===== config.mk =====
export PLATFORM = sky130hd
export DESIGN_NAME = cook_timer
export DESIGN_NICKNAME = d
export VERILOG_FILES = /design/src/rtl/cook_timer.sv
export SDC_FILE = /design/constraint.sdc
export NUM_CORES = 1
export LEC_CHECK = 0
export ABC_AREA = 0
export CAP_MARGIN = 20
export CORE_UTILIZATION = 55
export DETAILED_ROUTE_END_ITERATION = 10
export PLACE_DENSITY = 0.93
export SYNTH_ARGS = -nofsm -noshare
export SYNTH_HDL_FRONTEND = slang
export SYNTH_SLANG_ARGS = --single-unit

===== constraint.sdc =====
create_clock -name clk -period 3.7 [get_ports clk]
set_input_delay 0.555 -clock clk [delete_from_list [all_inputs] [get_ports clk]]
set_output_delay 0.555 -clock clk [all_outputs]
set_load 0.02 [all_outputs]

===== src/rtl/cook_timer.sv =====
// rtl/cook_timer.sv - microwave mm:ss BCD cook-time entry and one-second countdown
// Optional done beep output enabled by defining COOK_TIMER_BEEP_EN.
module cook_timer #(
    parameter int TICK_DIV  = 100,
    parameter int BEEP_SECS = 3
) (
    input  logic        clk,
    input  logic        rst,
    input  logic        clearN,
    input  logic        key_valid,
    input  logic [3:0]  key_digit,
    input  logic        mag_on,
    output logic [15:0] time_bcd,
    output logic        timer_done,
`ifdef COOK_TIMER_BEEP_EN
    output logic        done_pulse,
    output logic        beep
`else
    output logic        done_pulse
`endif
);

    localparam int PW = (TICK_DIV > 2) ? $clog2(TICK_DIV) : 1;

    logic [PW-1:0] presc;
    logic [PW-1:0] presc_next;
    logic [15:0]   time_next;
    logic          time_nz;
    logic          running;
    logic          tick;
    logic          key_ok;
    logic          reach_zero;

    // mm:ss decrement; seconds borrow to 5x, all other digits borrow to 9
    function automatic logic [15:0] bcd_dec(input logic [15:0] t);
        logic [3:0] d0, d1, d2, d3;
        d0 = t[3:0];
        d1 = t[7:4];
        d2 = t[11:8];
        d3 = t[15:12];
        if (d0 != 4'd0) begin
            d0 = d0 - 4'd1;
        end else begin
            d0 = 4'd9;
            if (d1 != 4'd0) begin
                d1 = d1 - 4'd1;
            end else begin
                d1 = 4'd5;
                if (d2 != 4'd0) begin
                    d2 = d2 - 4'd1;
                end else begin
                    d2 = 4'd9;
                    d3 = d3 - 4'd1;
                end
            end
        end
        return {d3, d2, d1, d0};
    endfunction

    always_comb begin
        time_nz    = |time_bcd;
        running    = mag_on && time_nz;
        tick       = running && (presc == PW'(TICK_DIV - 1));
        key_ok     = key_valid && !mag_on && clearN && (key_digit <= 4'd9);
        reach_zero = clearN && tick && (time_bcd == 16'h0001);

        time_next  = time_bcd;
        presc_next = presc;
        if (!clearN) begin
            time_next  = 16'h0000;
            presc_next = '0;
        end else if (tick) begin
            time_next  = bcd_dec(time_bcd);
            presc_next = '0;
        end else if (running) begin
            presc_next = presc + PW'(1);
        end else if (key_ok) begin
            time_next  = {time_bcd[11:0], key_digit};
            presc_next = '0;
        end
    end

    always_ff @(posedge clk) begin
        if (rst) begin
            time_bcd   <= 16'h0000;
            presc      <= '0;
            timer_done <= 1'b1;
            done_pulse <= 1'b0;
        end else begin
            time_bcd   <= time_next;
            presc      <= presc_next;
            timer_done <= (time_next == 16'h0000);
            done_pulse <= reach_zero;
        end
    end

`ifdef COOK_TIMER_BEEP_EN
    localparam int BEEP_LEN = BEEP_SECS * TICK_DIV;
    localparam int BW       = $clog2(BEEP_LEN + 1);

    logic [BW-1:0] beep_cnt;

    // beep_cnt holds the remaining high cycles after the current one
    always_ff @(posedge clk) begin
        if (rst) begin
            beep     <= 1'b0;
            beep_cnt <= '0;
        end else if (!clearN || key_ok) begin
            beep     <= 1'b0;
            beep_cnt <= '0;
        end else if (reach_zero) begin
            beep     <= 1'b1;
            beep_cnt <= BW'(BEEP_LEN - 1);
        end else if (beep_cnt != '0) begin
            beep_cnt <= beep_cnt - BW'(1);
        end else begin
            beep     <= 1'b0;
        end
    end
`endif

endmodule


Word-level counts from Yosys, hierarchy flattened
Cells that the tools add are included.
Widths: inputs -> output; s select.
{"block": "word_totals", "in_bits": 9, "regBits": 25, "output_inout_bits": 18, "word_cells": 43}
{"block": "classes", "n_addsub": 5, "order_cmp": 1, "bitwise_logic": 1, "reduce_logical": 15, "n_eq_ne": 2, "muxes": 15}
{"operator": "$mux 16", "count": 4}
{"operator": "$mux 4", "count": 9}
{"operator": "$eq 16x1->1 const B", "count": 1}
{"operator": "$logic_not 16->1", "count": 1}
{"operator": "$reduce_or 16->1", "count": 1}
{"operator": "$sub 4x1->4 const B", "count": 4}
{"operator": "$mux 7", "count": 2}
{"operator": "$reduce_bool 4->1", "count": 3}
{"operator": "$add 7x1->7 const B", "count": 1}
{"operator": "$eq 7x7->1 const B", "count": 1}
{"operator": "$logic_and 1x1->1", "count": 7}
{"operator": "$le 4x4->1 const B", "count": 1}
{"operator": "$reduce_or 3->1", "count": 1}
{"operator": "$reduce_bool 2->1", "count": 1}
{"operator": "$logic_not 1->1", "count": 1}
{"operator": "$not 1->1", "count": 1}

Longest topological paths before layout
{"block": "logic_depth", "ltp_word": 9, "ltp_mapped": 10, "ltp_nobuf": 8}

Least setup slack after synthesis
OpenSTA, ideal clock, no wires.
{"block": "synth_timing", "kind": "reg-to-reg", "startpoint": "register time_bcd[0]", "endpoint": "register timer_done", "synth_period_minus_slack_ns": 2.559, "required_time_ns": 3.604, "arrival_ns": 2.464, "path_buffers": 1, "setup_ns": 0.096, "path_stages_with_launch": 10, "setup_slack_ns": 1.141, "path_cell_list": "dfxtp_1 > inv_1 > ha_1 > or3b_1 > buf_2 > nor4_4 > o221ai_1 > a22oi_1 > nand4_1 > o41ai_2"}
{"block": "synth_between", "elab_chain_len": 6, "elab_cells_between_ends": 14, "cone_classes": "1 x add/sub; 8 x mux; 5 x reduce/logical"}
{"item": "from (decl)", "line": "13", "source": "output logic [15:0] time_bcd,"}
{"item": "from (signal assigned)", "line": "90", "source": "time_bcd <= time_next;"}
{"item": "parallel branches: the longest is 3 deep, another holds $sub 4x1->4"}
{"item": "$mux 16 *", "line": "72", "source": "end else if (tick) begin"}
{"item": "$mux 16 *", "line": "69", "source": "if (!clearN) begin"}
{"item": "$logic_not 16->1 *", "line": "92", "source": "timer_done <= (time_next == 16'h0000);"}
{"item": "to (signal assigned)", "line": "92"}
{"item": "to (decl)", "line": "14", "source": "output logic timer_done,"}
Every way passes the cells marked *.
A chain may end at the register's enable or synchronous reset.

Worst setup path in the final report
{"block": "layout_timing", "startpoint": "register time_bcd[1]", "endpoint": "register timer_done"}
Same word-level chain as after synthesis.

==> results_dict.tcl <==
set metrics [dict create \
    insertion_delay_ns 0.34 \
    cts.reportedPaths.clkPinSlew_ns 0.15 \
    fin_worst_skew_ns 0.00621 \
    overflow 0 \
    synthArstFlopShare_pct 0 \
    gp_congestion 0.953 \
    status "completed" \
    syn_area_per_cell_um2 7.81 \
    p_leak_nw 0.754 \
    synth_warnings 0 \
    worstSetupStartpointType "register" \
    finalHoldViolCount 0 \
    crit_path_max_incr_delay_ns 0.63 \
    period_minus_slack_ns 3.14 \
    antenna_found_initial 0 \
    clock-sinks 25 \
    wl_per_cell_um 17.3 \
    mappedNetlistArea_um2 1800 \
    regArea_um2 500 \
    fin_crit_sh_pct 84.7 \
    endpoint "timer_done" \
    critPathKind "reg -> reg" \
    hp-class "reg -> reg" \
    setup_viol 0 \
    antennaDiodeCount 0 \
    cts.repair.resized 0 \
    rrSetupSlack_ns 0.56 \
    first_global_vias 1736 \
    relSlewSlack_pct 58.9 \
    ys.flop_type "dfxtp_1" \
    fin_total_pwr_mw 0.481 \
    synth-edff-count 0 \
    drt_iter0_drc 161 \
    ant_nets 0 \
    cts_root_buf "clkbuf_4" \
    required_ns 3.95 \
    dieHeight_um 59.1 \
    die_area_um2 3500 \
    h-tree-depth 1 \
    synth.cells.most_frequent "nor2_1 (28), dfxtp_1 (25), nand2_1 (15)" \
    tightestPinTransition_ns 0.615 \
    grt_max_degree 16 \
    die_w_um 59.1 \
    max_freq_mhz 319 \
    yosysMostFrequentCell "nor2_1" \
    cts_buffers 3 \
    tns_ns 0 \
    grt_pass1_wl_um 8290 \
    power_density_nw_per_um2 227 \
    reg2reg_to "timer_done" \
    post_cts_buffers 0 \
    area_growth_pct 18.0 \
    drive_above_1_share_pct 7.94 \
    clk_path_buf_depth 2 \
    rsz0062_at_grt "no" \
    synth_cells 230 \
    fill_cells 268 \
    grt.total_usage_pct 31.2 \
    path_cells "inv_1, ha_1, or3b_1, nor4_4, nor2_1, o211ai_2, nand4_1, o41ai_2" \
    cp_num_buf_inv 1 \
    core-area_um2 3080 \
    crit_family "simple AND/OR/NAND/NOR gates" \
    core.rowCount 20 \
    drc 0 \
    ys_seq_area_share_pct 27.9 \
    ys_ff_latch 25 \
    worst-path-max-fanout 14 \
    slowest_stage "or3b_1" \
    multi_input_comb_area_um2 1180 \
    wl_um 5130 \
    vias 1936 \
    synth.distinct_cells 56 \
    cts_tree "yes" \
    vdd.ir_drop.worst_mv 0.147 \
    worstPathArrival_ns 3.39 \
    io_pins 27 \
    dr.pass1.iters 5 \
    maxCapViolations 0 \
    reg2regPathDepth 8 \
    synth.largest_area_cell "dfxtp_1" \
    hpwl_um 3720 \
    critPathLaunch "time_bcd[1]" \
    syn_nets 246 \
    r2r_start "time_bcd[1]" \
    io_buffers 26 \
    cp.depth 8 \
    yosys.area.top_type_share_pct 27.9 \
    cts_hold_buf 0 \
    yosys-top-cells-area "dfxtp_1 (28%), nor2_1 (5.9%), ha_1 (4.9%), nand3_1 (3.6%), o21ai_0 (3.3%)" \
    slew_violations 0 \
    via_per_inst 6.54 \
    fin_nets 269 \
    start_util_pct 58.3 \
    cp-end-kind "register" \
]
## sequential cells by signal (all words and copies together), names as in the netlist
register    cells
time_bcd       16
presc           7
done_pulse      1
timer_done      1
## logic make-up (layout without fill, tap and decap cells)
group	after synthesis	after routing	share of synthesized area [%]
muxes	3	3	1.88
DFF	25	25	27.9
adders and majority gates	7	7	4.88
and+or+nand+nor	105	105	33.4
buffers and inverters	27	49	6.34
xor gates and xnor gates	1	1	0.488
AOI/OAI and AO/OA	62	62	25.2
## layout by cell type, fill, tap and decap left out, types with 3 or more instances in the layout
| master | netlist | routed |
|---|---|---|
| nor3_1 | 5 | 5 |
| clkbuf_4 | 0 | 3 |
| a21oi_1 | 10 | 10 |
| or3b_1 | 3 | 3 |
| nand4_1 | 6 | 6 |
| nor2_1 | 28 | 28 |
| buf_4 | 0 | 6 |
| nand3_1 | 13 | 13 |
| o211ai_1 | 3 | 3 |
| nand3b_1 | 3 | 3 |
| nand4b_1 | 3 | 3 |
| a211oi_1 | 5 | 5 |
| nor3b_1 | 6 | 6 |
| a31oi_1 | 5 | 5 |
| a311o_1 | 3 | 3 |
| dfxtp_1 | 25 | 25 |
| nand2_1 | 15 | 15 |
| ha_1 | 7 | 7 |
| inv_1 | 13 | 13 |
| nor4_1 | 7 | 7 |
| clkdlybuf4s50_1 | 0 | 26 |
| o21ai_0 | 12 | 12 |
## layer usage
layer	part of all wire [%]	track usage, %	up-vias
met4	2.4	11.9	0
met3	9.6	4.80	17
met2	45	47.4	130
met1	43	44.3	863
li1	-	-	926
met5	0	0	-
## tightest hold or removal path, delay by kind of cell, from the launching register on
| family | cells | cell delay [ns] |
|---|---|---|
| flip-flops | 1 | 0.36 |
| AND/OR/NAND/NOR | 1 | 0.08 |
| AO/OA/AOI/OAI | 1 | 0.06 |
## report_power, final
| group | switching [mW] | leakage, nW | internal, mW | total, mW |
|---|---|---|---|---|
| Clock | 0.0929 | 0.0177 | 0.0407 | 0.134 |
| Sequential | 0.00227 | 0.202 | 0.271 | 0.274 |
| Combinational | 0.0450 | 0.535 | 0.0291 | 0.0741 |
## stage by stage
step                      hold WS, ns  instances  setup WS [ns]  cell area [µm²]  utilization [%]
after floorplan                 0.465        230           1.14             1800                -
after global placement          0.480        292          0.628             2090             67.9
after detailed placement        0.495        292          0.499             2090             67.9
after CTS                       0.516        296          0.645             2120             68.8
after global routing            0.536        296          0.416             2120             68.8
final                           0.520        296          0.565             2120             68.8
## cell type report
| class | count | share of cell area (%) |
|---|---|---|
| Clock buffer | 3 | 1.06 |
| Clock inverter | 1 | 0.236 |
| Sequential cell | 25 | 23.6 |
| Multi-Input combinational cell | 178 | 55.8 |
| Tap cell | 44 | 2.60 |
| Inverter | 13 | 2.30 |
| Timing Repair Buffer | 32 | 14.4 |
## worst min-delay path by stage
| stage | from | to | slack (ns) | cells past startpoint |
|---|---|---|---|---|
| after global routing | presc[1] | presc[1] | 0.54 | 2 |
| after global placement | presc[1] | presc[1] | 0.48 | 2 |
| after detailed placement | presc[1] | presc[1] | 0.50 | 2 |
| after CTS | presc[1] | presc[1] | 0.52 | 2 |
| after floorplan | presc[1] | presc[1] | 0.47 | 2 |
| final | presc[1] | presc[1] | 0.52 | 2 |
Note: power is estimated with default switching activity, not from simulation.
